<file path="src/rtl/hpu_axil_pkg.sv">
// ============================================================================
// Module      : hpu_axil_pkg
// Description : Shared FSM states, opcodes, response codes and register offsets
//               for the accelerator's AXI4-Lite register initiator.
// Revision    : 1.0 - initial release
// ============================================================================
`default_nettype none

package hpu_axil_pkg;

  typedef enum logic [2:0] {
    ST_IDLE     = 3'd0,
    ST_WR       = 3'd1,
    ST_WR_B     = 3'd2,
    ST_RD_AR    = 3'd3,
    ST_RD_R     = 3'd4,
    ST_POLL_GAP = 3'd5,
    ST_RSP      = 3'd6
  } state_t;

  localparam logic [1:0] OP_WR   = 2'b00;
  localparam logic [1:0] OP_RD   = 2'b01;
  localparam logic [1:0] OP_POLL = 2'b10;

  localparam logic [1:0] OKAY   = 2'b00;
  localparam logic [1:0] SLVERR = 2'b10;

  localparam logic [31:0] REG_RUNGEN  = 32'h0000_0000;
  localparam logic [31:0] REG_CONTROL = 32'h0000_0010;

  function automatic logic poll_match(input logic [31:0] data,
                                      input logic [31:0] mask,
                                      input logic [31:0] value);
    return (data & mask) == value;
  endfunction

endpackage

`default_nettype wire

</file>
<file path="src/rtl/axil_poll_timer.sv">
// ============================================================================
// Module      : axil_poll_timer
// Description : Inter-poll gap down-counter and saturating poll-read counter.
// Revision    : 1.0 - initial release
// ============================================================================
`default_nettype none

module axil_poll_timer #(
  parameter int POLL_GAP  = 8,
  parameter int MAX_POLLS = 1024
) (
  input  logic clk,
  input  logic rst_n,
  input  logic i_clear,
  input  logic i_read_done,
  input  logic i_gap_en,
  output logic o_gap_done,
  output logic o_last_poll
);

  // Gap loads N-1 so the owner spends exactly N cycles waiting before it leaves.
  localparam logic [15:0] C_GAP_LOAD = (POLL_GAP > 0) ? 16'(POLL_GAP - 1) : 16'd0;
  localparam logic [15:0] C_MAX      = 16'(MAX_POLLS);
  localparam logic [15:0] C_LAST     = (MAX_POLLS > 0) ? 16'(MAX_POLLS - 1) : 16'd0;

  logic [15:0] r_gap;
  logic [15:0] r_poll_cnt;

  always_ff @(posedge clk) begin
    if (!rst_n) begin
      r_gap      <= 16'd0;
      r_poll_cnt <= 16'd0;
    end else begin
      if (i_clear) begin
        r_poll_cnt <= 16'd0;
      end else if (i_read_done && (r_poll_cnt != C_MAX)) begin
        r_poll_cnt <= r_poll_cnt + 16'd1;
      end

      if (i_read_done) begin
        r_gap <= C_GAP_LOAD;
      end else if (i_gap_en && (r_gap != 16'd0)) begin
        r_gap <= r_gap - 16'd1;
      end
    end
  end

  assign o_gap_done  = (r_gap == 16'd0);
  // True while the read now completing is the MAX_POLLS-th one.
  assign o_last_poll = (r_poll_cnt >= C_LAST);

endmodule

`default_nettype wire

</file>
<file path="src/rtl/axil_reg_master.sv">
// ============================================================================
// Module      : axil_reg_master
// Description : One-command-at-a-time AXI4-Lite initiator: write, read and poll.
// Revision    : 1.0 - initial release
// ============================================================================
`default_nettype none

module axil_reg_master
  import hpu_axil_pkg::*;
#(
  parameter int POLL_GAP  = 8,
  parameter int MAX_POLLS = 1024
) (
  input  logic        M_AXI_ACLK,
  input  logic        M_AXI_ARESETN,
  input  logic        cmd_valid,
  output logic        cmd_ready,
  input  logic [1:0]  cmd_op,
  input  logic [31:0] cmd_addr,
  input  logic [31:0] cmd_wdata,
  input  logic [3:0]  cmd_wstrb,
  input  logic [31:0] cmd_mask,
  output logic        rsp_valid,
  input  logic        rsp_ready,
  output logic [31:0] rsp_rdata,
  output logic [1:0]  rsp_resp,
  output logic        rsp_timeout,
  output logic [31:0] M_AXI_AWADDR,
  output logic        M_AXI_AWVALID,
  input  logic        M_AXI_AWREADY,
  output logic [31:0] M_AXI_WDATA,
  output logic [3:0]  M_AXI_WSTRB,
  output logic        M_AXI_WVALID,
  input  logic        M_AXI_WREADY,
  input  logic [1:0]  M_AXI_BRESP,
  input  logic        M_AXI_BVALID,
  output logic        M_AXI_BREADY,
  output logic [31:0] M_AXI_ARADDR,
  output logic        M_AXI_ARVALID,
  input  logic        M_AXI_ARREADY,
  input  logic [31:0] M_AXI_RDATA,
  input  logic [1:0]  M_AXI_RRESP,
  input  logic        M_AXI_RVALID,
  output logic        M_AXI_RREADY
);

  state_t      r_state;
  logic [1:0]  r_op;
  logic [31:0] r_addr;
  logic [31:0] r_wdata;
  logic [3:0]  r_wstrb;
  logic [31:0] r_mask;
  logic        r_aw_done;
  logic        r_w_done;
  logic        r_cmd_ready;
  logic        r_awvalid;
  logic        r_wvalid;
  logic        r_bready;
  logic        r_arvalid;
  logic        r_rready;
  logic        r_rsp_valid;
  logic [31:0] r_rsp_rdata;
  logic [1:0]  r_rsp_resp;
  logic        r_rsp_timeout;

  logic w_accept;
  logic w_aw_hs;
  logic w_w_hs;
  logic w_b_hs;
  logic w_ar_hs;
  logic w_r_hs;
  logic w_poll_rd;
  logic w_hit;
  logic w_gap_done;
  logic w_last_poll;

  assign w_accept  = cmd_valid && (r_state == ST_IDLE);
  assign w_aw_hs   = r_awvalid && M_AXI_AWREADY;
  assign w_w_hs    = r_wvalid  && M_AXI_WREADY;
  assign w_b_hs    = r_bready  && M_AXI_BVALID;
  assign w_ar_hs   = r_arvalid && M_AXI_ARREADY;
  assign w_r_hs    = r_rready  && M_AXI_RVALID;
  assign w_poll_rd = w_r_hs && (r_op == OP_POLL);
  assign w_hit     = poll_match(M_AXI_RDATA, r_mask, r_wdata);

  axil_poll_timer #(
    .POLL_GAP  (POLL_GAP),
    .MAX_POLLS (MAX_POLLS)
  ) u_poll_timer (
    .clk         (M_AXI_ACLK),
    .rst_n       (M_AXI_ARESETN),
    .i_clear     (w_accept),
    .i_read_done (w_poll_rd),
    .i_gap_en    (r_state == ST_POLL_GAP),
    .o_gap_done  (w_gap_done),
    .o_last_poll (w_last_poll)
  );

  always_ff @(posedge M_AXI_ACLK) begin
    if (!M_AXI_ARESETN) begin
      r_state       <= ST_IDLE;
      r_op          <= OP_WR;
      r_addr        <= 32'd0;
      r_wdata       <= 32'd0;
      r_wstrb       <= 4'd0;
      r_mask        <= 32'd0;
      r_aw_done     <= 1'b0;
      r_w_done      <= 1'b0;
      r_cmd_ready   <= 1'b1;
      r_awvalid     <= 1'b0;
      r_wvalid      <= 1'b0;
      r_bready      <= 1'b0;
      r_arvalid     <= 1'b0;
      r_rready      <= 1'b0;
      r_rsp_valid   <= 1'b0;
      r_rsp_rdata   <= 32'd0;
      r_rsp_resp    <= 2'b00;
      r_rsp_timeout <= 1'b0;
    end else begin
      unique case (r_state)
        ST_IDLE: begin
          if (cmd_valid) begin
            r_op        <= cmd_op;
            r_addr      <= cmd_addr;
            r_wdata     <= cmd_wdata;
            r_wstrb     <= cmd_wstrb;
            r_mask      <= cmd_mask;
            r_cmd_ready <= 1'b0;
            if (cmd_op == OP_WR) begin
              r_aw_done <= 1'b0;
              r_w_done  <= 1'b0;
              r_awvalid <= 1'b1;
              r_wvalid  <= 1'b1;
              r_state   <= ST_WR;
            end else begin
              r_arvalid <= 1'b1;
              r_state   <= ST_RD_AR;
            end
          end
        end

        ST_WR: begin
          if (w_aw_hs) begin
            r_awvalid <= 1'b0;
            r_aw_done <= 1'b1;
          end
          if (w_w_hs) begin
            r_wvalid <= 1'b0;
            r_w_done <= 1'b1;
          end
          if ((r_aw_done || w_aw_hs) && (r_w_done || w_w_hs)) begin
            r_bready <= 1'b1;
            r_state  <= ST_WR_B;
          end
        end

        ST_WR_B: begin
          if (w_b_hs) begin
            r_bready    <= 1'b0;
            r_rsp_resp  <= M_AXI_BRESP;
            r_rsp_rdata <= 32'd0;
            r_rsp_valid <= 1'b1;
            r_state     <= ST_RSP;
          end
        end

        ST_RD_AR: begin
          if (w_ar_hs) begin
            r_arvalid <= 1'b0;
            r_rready  <= 1'b1;
            r_state   <= ST_RD_R;
          end
        end

        ST_RD_R: begin
          if (w_r_hs) begin
            r_rready    <= 1'b0;
            r_rsp_rdata <= M_AXI_RDATA;
            r_rsp_resp  <= M_AXI_RRESP;
            // A match or a bus error ends the poll even on the final permitted read.
            if ((r_op != OP_POLL) || w_hit || (M_AXI_RRESP != OKAY)) begin
              r_rsp_valid <= 1'b1;
              r_state     <= ST_RSP;
            end else if (w_last_poll) begin
              r_rsp_valid   <= 1'b1;
              r_rsp_timeout <= 1'b1;
              r_state       <= ST_RSP;
            end else if (POLL_GAP == 0) begin
              r_arvalid <= 1'b1;
              r_state   <= ST_RD_AR;
            end else begin
              r_state <= ST_POLL_GAP;
            end
          end
        end

        ST_POLL_GAP: begin
          if (w_gap_done) begin
            r_arvalid <= 1'b1;
            r_state   <= ST_RD_AR;
          end
        end

        ST_RSP: begin
          if (rsp_ready) begin
            r_rsp_valid   <= 1'b0;
            r_rsp_timeout <= 1'b0;
            r_cmd_ready   <= 1'b1;
            r_state       <= ST_IDLE;
          end
        end

        default: begin
          r_state <= ST_IDLE;
        end
      endcase
    end
  end

  assign cmd_ready     = r_cmd_ready;
  assign rsp_valid     = r_rsp_valid;
  assign rsp_rdata     = r_rsp_rdata;
  assign rsp_resp      = r_rsp_resp;
  assign rsp_timeout   = r_rsp_timeout;
  assign M_AXI_AWADDR  = r_addr;
  assign M_AXI_AWVALID = r_awvalid;
  assign M_AXI_WDATA   = r_wdata;
  assign M_AXI_WSTRB   = r_wstrb;
  assign M_AXI_WVALID  = r_wvalid;
  assign M_AXI_BREADY  = r_bready;
  assign M_AXI_ARADDR  = r_addr;
  assign M_AXI_ARVALID = r_arvalid;
  assign M_AXI_RREADY  = r_rready;

endmodule

`default_nettype wire
</file>
<file path="config.mk">
export PLATFORM = sky130hd
export DESIGN_NAME = axil_reg_master
export DESIGN_NICKNAME = d
export VERILOG_FILES = /design/src/rtl/hpu_axil_pkg.sv /design/src/rtl/axil_poll_timer.sv /design/src/rtl/axil_reg_master.sv
export SDC_FILE = /design/constraint.sdc
export NUM_CORES = 1
export LEC_CHECK = 0
export ABC_AREA = 1
export ABC_CLOCK_PERIOD_IN_PS = 2290
export BUFFER_PORTS_ARGS = -buffer_cell sky130_fd_sc_hd__buf_2
export CAP_MARGIN = 5
export CORE_UTILIZATION = 35
export DETAILED_ROUTE_END_ITERATION = 6
export SLEW_MARGIN = 20
export SYNTH_ARGS = -nofsm -noshare
export SYNTH_HDL_FRONTEND = slang
export SYNTH_SLANG_ARGS = --single-unit
export TNS_END_PERCENT = 5
</file>
<file path="constraint.sdc">
create_clock -name M_AXI_ACLK -period 2.29 [get_ports M_AXI_ACLK]
set_clock_uncertainty 0.1 [all_clocks]
set_input_delay 0.458 -clock M_AXI_ACLK [delete_from_list [all_inputs] [get_ports M_AXI_ACLK]]
set_output_delay 0.458 -clock M_AXI_ACLK [all_outputs]
set_load 0.005 [all_outputs]
</file>
After elaboration in Yosys (flattened, before gate mapping) --
Index checks and enable logic that the tools add are counted.
Word-level totals: bits in writable memories 0, input bits 147, word-level logic and storage cells 145, memory bits (read-only) 0, latch bits 0, memories 0, register bits after elaboration 181, output and inout bits 142
Operators by class: bitwise operators 2, reduce and logical (&&, ||, !) cells 41, shifts and indexed selects 0, equal/unequal tests 24, add/sub/neg operators 2, $lt $le $gt $ge 1, mux-type cells 54, div/mod/pow operators 0, $mul 0
Operators with widths (number):
- $mux 32 | 2
- $pmux 32 s2 | 1
- $and 32x32->32 | 1
- $eq 32x32->1 | 1
- $mux 3 | 9
- $mux 1 | 25
- $ne 2x2->1 const B | 12
- $pmux 3 s7 | 1
- $add 16x1->16 const B | 1
- $ge 16x10->1 const B | 1
- $logic_not 16->1 | 1
- $ne 16x11->1 const B | 1
- $pmux 1 s2 | 8
- $reduce_bool 16->1 | 1
- $reduce_bool 2->1 | 8
- $sub 16x1->16 const B | 1
- $reduce_and 5->1 | 3
- $reduce_and 3->1 | 4
- $logic_and 1x1->1 | 10
- $mux 2 | 5
- $eq 3x3->1 const B | 3
- $reduce_and 4->1 | 2
- $reduce_and 7->1 | 1
- $eq 3x2->1 const B | 2
- other kinds (13) | 20

Logic depth before layout (Yosys ltp) --
depth in word-level cells 7, gate-level depth with buffers 14, depth with buffers taken out 14

Cells and area by module --
From an unflattened synthesis, not the netlist that was laid out.
Unflattened totals: cell total of the unflattened synthesis 1214, area total of the unflattened synthesis 8416.8 µm²
Modules (own cells, without submodules):
- axil_reg_master | area an instance 6409.9 µm², times used 1, cells an instance 898, sequential area each 2982.9 µm²
- axil_poll_timer | area an instance 2006.9 µm², times used 1, cells an instance 316, sequential area each 640.6 µm²

Least setup slack after synthesis --
No wires, ideal clock.
path kind input to register, start in M_AXI_RVALID, end reg u_poll_timer.r_poll_cnt[11], setup slack 0.518 ns, arrival time 1.555 ns, stages 9, required time 2.073 ns, library setup time 0.117 ns, buffers on the path 0, cell sequence nand2_1 -> nor3_4 -> nand2_2 -> inv_2 -> nand2_2 -> nor2_1 -> nand3_1 -> o21ai_1 -> nor2_1
Between the ends: word-level cells in the longest chain between the ends 3
Ends and longest elaborated chain:
- start: declaration | RTL line axil_reg_master.sv:43 | input logic M_AXI_RVALID,
- $logic_and 1x1->1 | RTL line axil_reg_master.sv:82 | assign w_r_hs = r_rready && M_AXI_RVALID;
- $logic_and 1x1->1 | RTL line axil_reg_master.sv:83 | assign w_poll_rd = w_r_hs && (r_op == OP_POLL);
- $logic_and 1x1->1 | RTL line axil_poll_timer.sv:36 | end else if (i_read_done && (r_poll_cnt != C_MAX)) begin
- end signal: assignment | RTL line axil_poll_timer.sv:37 | r_poll_cnt <= r_poll_cnt + 16'd1;
- end: declaration | RTL line axil_poll_timer.sv:27 | logic [15:0] r_poll_cnt;
Every way passes these cells. A chain may end at the register's enable or synchronous reset.

Worst setup path in the final report --
start reg r_state[1], end reg r_rsp_rdata[5] (netlist: rsp_rdata[5])
Between the ends: word-level cells in the longest chain between the ends 3, elaborated cells on any way between the ends 7, classes of those cells eq/ne (4); mux (1); reduce/logical (2)
Ends and longest elaborated chain:
- start: declaration | RTL line axil_reg_master.sv:47 | state_t r_state;
- start signal: assignment | RTL line axil_reg_master.sv:101 | r_state <= ST_IDLE;
- start signal: assignment | RTL line axil_reg_master.sv:134 | r_state <= ST_WR;
- start signal: assignment | RTL line axil_reg_master.sv:137 | r_state <= ST_RD_AR;
- $eq 3x3->1 / $eq 3x2->1 (equally long branches) | RTL line axil_reg_master.sv:120 | unique case (r_state)
- $ne 2x2->1 (no line) / $reduce_bool 2->1 (equally long branches)
- $reduce_and 3->1 (no line)
- end signal: assignment | RTL line axil_reg_master.sv:116 | r_rsp_rdata <= 32'd0;
- end signal: assignment | RTL line axil_reg_master.sv:161 | r_rsp_rdata <= 32'd0;
- end signal: assignment | RTL line axil_reg_master.sv:178 | r_rsp_rdata <= M_AXI_RDATA;
- end: declaration | RTL line axil_reg_master.sv:62 | logic [31:0] r_rsp_rdata;
Several ways; a longest one is shown, not always the timed one.

==> results_dict.tcl <==
set metrics [dict create \
    status "complete, no violations" \
    async_flop_share 0 \
    drv_cap 0 \
    rows 54 \
    total_power_mw 10.4 \
    netlist-cell-type-count 35 \
    syn_nets 1292 \
    hold_depth 3 \
    wirelength_um 24300 \
    cp_data_required_time_ns 2.55 \
    rsz0062_at_grt "false" \
    syn_avg_cell_area_um2 7.01 \
    nets 1538 \
    vias_per_cell 4.75 \
    num_vias 8003 \
    yosys_warnings 0 \
    grt_max_degree 51 \
    synthCells 1142 \
    final_cells 1684 \
    die_area_um2 23500 \
    clock-sinks 181 \
    drtIter0Drc 401 \
    first_pass_iters 5 \
    cp.arrival_ns 2.22 \
    initial_core_util 0.361 \
    setup.worst_path.start_class "flop" \
    fin_area_um2 10100 \
    hp-class "in -> reg" \
    post-synth-top-area-cell "dfxtp_1" \
    fin_crit_ns 1.97 \
    drv_slew 0 \
    syn_to_final_growth_pct 26.4 \
    drive_above_1_share 0.261 \
    antenna_left 0 \
    dp.cells 1649 \
    intPower_mw 6.54 \
    cts-resized-gates 0 \
    num-fill-cells 2377 \
    ctsHoldBuffers 0 \
    p_sw_mw 3.89 \
    syn-cell-area_um2 8010 \
    finalHoldViolCount 0 \
    pwr-share-clk 0.282 \
    synth_top_area_frac 0.453 \
    ys_ff_latch 181 \
    r2r_cells 9 \
    core_um2 22200 \
    cts_setup_buffers 0 \
    gp_congestion 0.867 \
    r2r-end "rsp_rdata[5]$_SDFFE_PN0P_" \
    grt_overflow 0 \
    die_h_um 153 \
    comb_power_share 0.305 \
    hold_path_end "M_AXI_ARADDR[0]$_SDFFE_PN0P_" \
    grt_pass1_vias 7726 \
    r2r_start "r_state[1]$_SDFFE_PN0P_" \
    min_period_over_period 0.858 \
    clockBufferDepth 2 \
    critPathCaptureType "flop" \
    seqPwrFrac 0.413 \
    slew_headroom 0.588 \
    setup_viol 0 \
    ys_seq_area_frac 0.452 \
    synth_commonest_cells "nand2_1 (241), nor2_1 (198), dfxtp_1 (181)" \
    peakVddDrop_mv 0.449 \
    tns_ns 0 \
    min_from "cmd_addr[0]" \
    swShare 0.373 \
    synth_most_common_cell "nand2_1" \
    drc 0 \
    worstMarginPinSlew_ns 0.617 \
    synth_area_leaders "dfxtp_1 (45%), nand2_1 (11%), nor2_1 (9.3%), o21ai_0 (7.3%), a21oi_1 (6.1%)" \
    crit_type "reg -> reg" \
    cts_root_buf "clkbuf_16" \
    portBuffers 288 \
    cts_tree "built" \
    whs_ns 0.137 \
    rrSetupSlack_ns 0.32 \
    htreeDepth 4 \
    synth_edf_count 0 \
    track_usage 0.209 \
    p_leak_nw 4.76 \
    die_w_um 153 \
    path_max_fanout 22 \
    powerDensity_nw_per_um2 1030 \
    grt_pass1_wl_um 39400 \
    ios 289 \
    antenna_found_initial 3 \
    clk_latency_ns 0.43 \
    synth_ff_type "dfxtp_1" \
    place_area_um2 9510 \
    wl_per_cell_um 14.4 \
    numCtsBuffers 17 \
    dp.final_hpwl_um 17900 \
    max_clock_freq_mhz 509 \
    clkTransAtPathRegs_ns 0.08 \
]
## through the flow
step	setup slack (ns)	util
after floorplan	0.518	-
after global placement	0.259	0.429
after detailed placement	0.211	0.429
after CTS	0.332	0.456
after global routing	0.0931	0.457
final	0.325	0.457
## layer usage
metal | share of wire | vias up | global-route usage
met5 | 0 | - | 0
met4 | 0.018 | 0 | 0.0601
met3 | 0.055 | 29 | 0.0527
met2 | 0.49 | 207 | 0.358
met1 | 0.44 | 3628 | 0.258
li1 | - | 4139 | -
## sequential cells by signal, indices dropped and copies added, names as in the netlist, 2 cells and up
register,flops
M_AXI_ARADDR,32
M_AXI_WDATA,32
r_mask,32
rsp_rdata,32
u_poll_timer.r_gap,16
u_poll_timer.r_poll_cnt,16
M_AXI_WSTRB,4
r_state,3
r_op,2
rsp_resp,2
## worst max path at each step
stage                                        from                                       end  slack, ns
2_1_floorplan                        M_AXI_RVALID  u_poll_timer.r_poll_cnt[11]$_SDFFE_PP0P_       0.52
3_3_place_gp                         M_AXI_RVALID  u_poll_timer.r_poll_cnt[11]$_SDFFE_PP0P_       0.26
3_5_place_dp                         M_AXI_RVALID  u_poll_timer.r_poll_cnt[11]$_SDFFE_PP0P_       0.21
4_1_cts                   r_state[1]$_SDFFE_PN0P_                 rsp_rdata[5]$_SDFFE_PN0P_       0.33
5_1_grt        u_poll_timer.r_gap[0]$_SDFFE_PN0P_       u_poll_timer.r_gap[12]$_SDFFE_PP0P_       0.09
6_report                  r_state[1]$_SDFFE_PN0P_                 rsp_rdata[5]$_SDFFE_PN0P_       0.32
## critical path, stage by stage, from the launching register on
cell	delay, ns
dfxtp_1	0.46
nand2_1	0.14
nor2_1	0.27
nand2_1	0.10
nand2_1	0.11
inv_2	0.06
o21ai_4	0.20
buf_12	0.25
nand2_1	0.07
a21oi_1	0.12
## final cells by class
cell class                 count  area (µm²)  share of cell area
timing repair buffer         303        1610               0.159
inverter                      98         370              0.0366
clock inverter                15         180              0.0178
sequential                   181        3620               0.358
antenna                        3        7.51            0.000742
multi-input combinational    787        3560               0.351
clock buffer                  17         425              0.0420
tap                          280         350              0.0346
## logic make-up after synthesis
| group | synth area share |
|---|---|
| XOR/XNOR | 0.00656 |
| adder cells (fa/ha/maj) | 0.00469 |
| buffers and inverters | 0.103 |
| AO/OA/AOI/OAI | 0.151 |
| AND/OR/NAND/NOR | 0.282 |
| flip-flops | 0.453 |
## power groups by stage
stage / sequential [mW] / combinational (mW) / clock [mW]
2_1_floorplan: 4.33 / 2.09 / 0
3_5_place_dp: 4.36 / 3.22 / 0
5_1_grt: 4.41 / 3.61 / 3.16
3_3_place_gp: 4.34 / 3.19 / 0
4_1_cts: 4.30 / 3.23 / 3.03
6_report: 4.30 / 3.18 / 2.94
## layout by cell type, fill, tap and decap left out, types with 2 or more instances in the layout
cell type,n
or2_2,2
a31oi_1,5
inv_2,10
inv_6,3
nand3_1,62
nor2_1,198
buf_12,4
nand2_2,5
buf_4,12
clkinv_8,6
nor2_4,3
inv_1,87
nor4_1,8
a21oi_2,4
a211oi_1,3
nand4_1,7
ha_1,3
xor2_1,5
buf_2,287
clkbuf_16,17
inv_8,3
clkinv_4,2
diode_2,3
a21oi_1,97
nor2_2,2
o21ai_1,3
dfxtp_1,181
nor3_1,13
nand2_1,241
o21ai_0,116
Power figures use the tool's default switching activity.
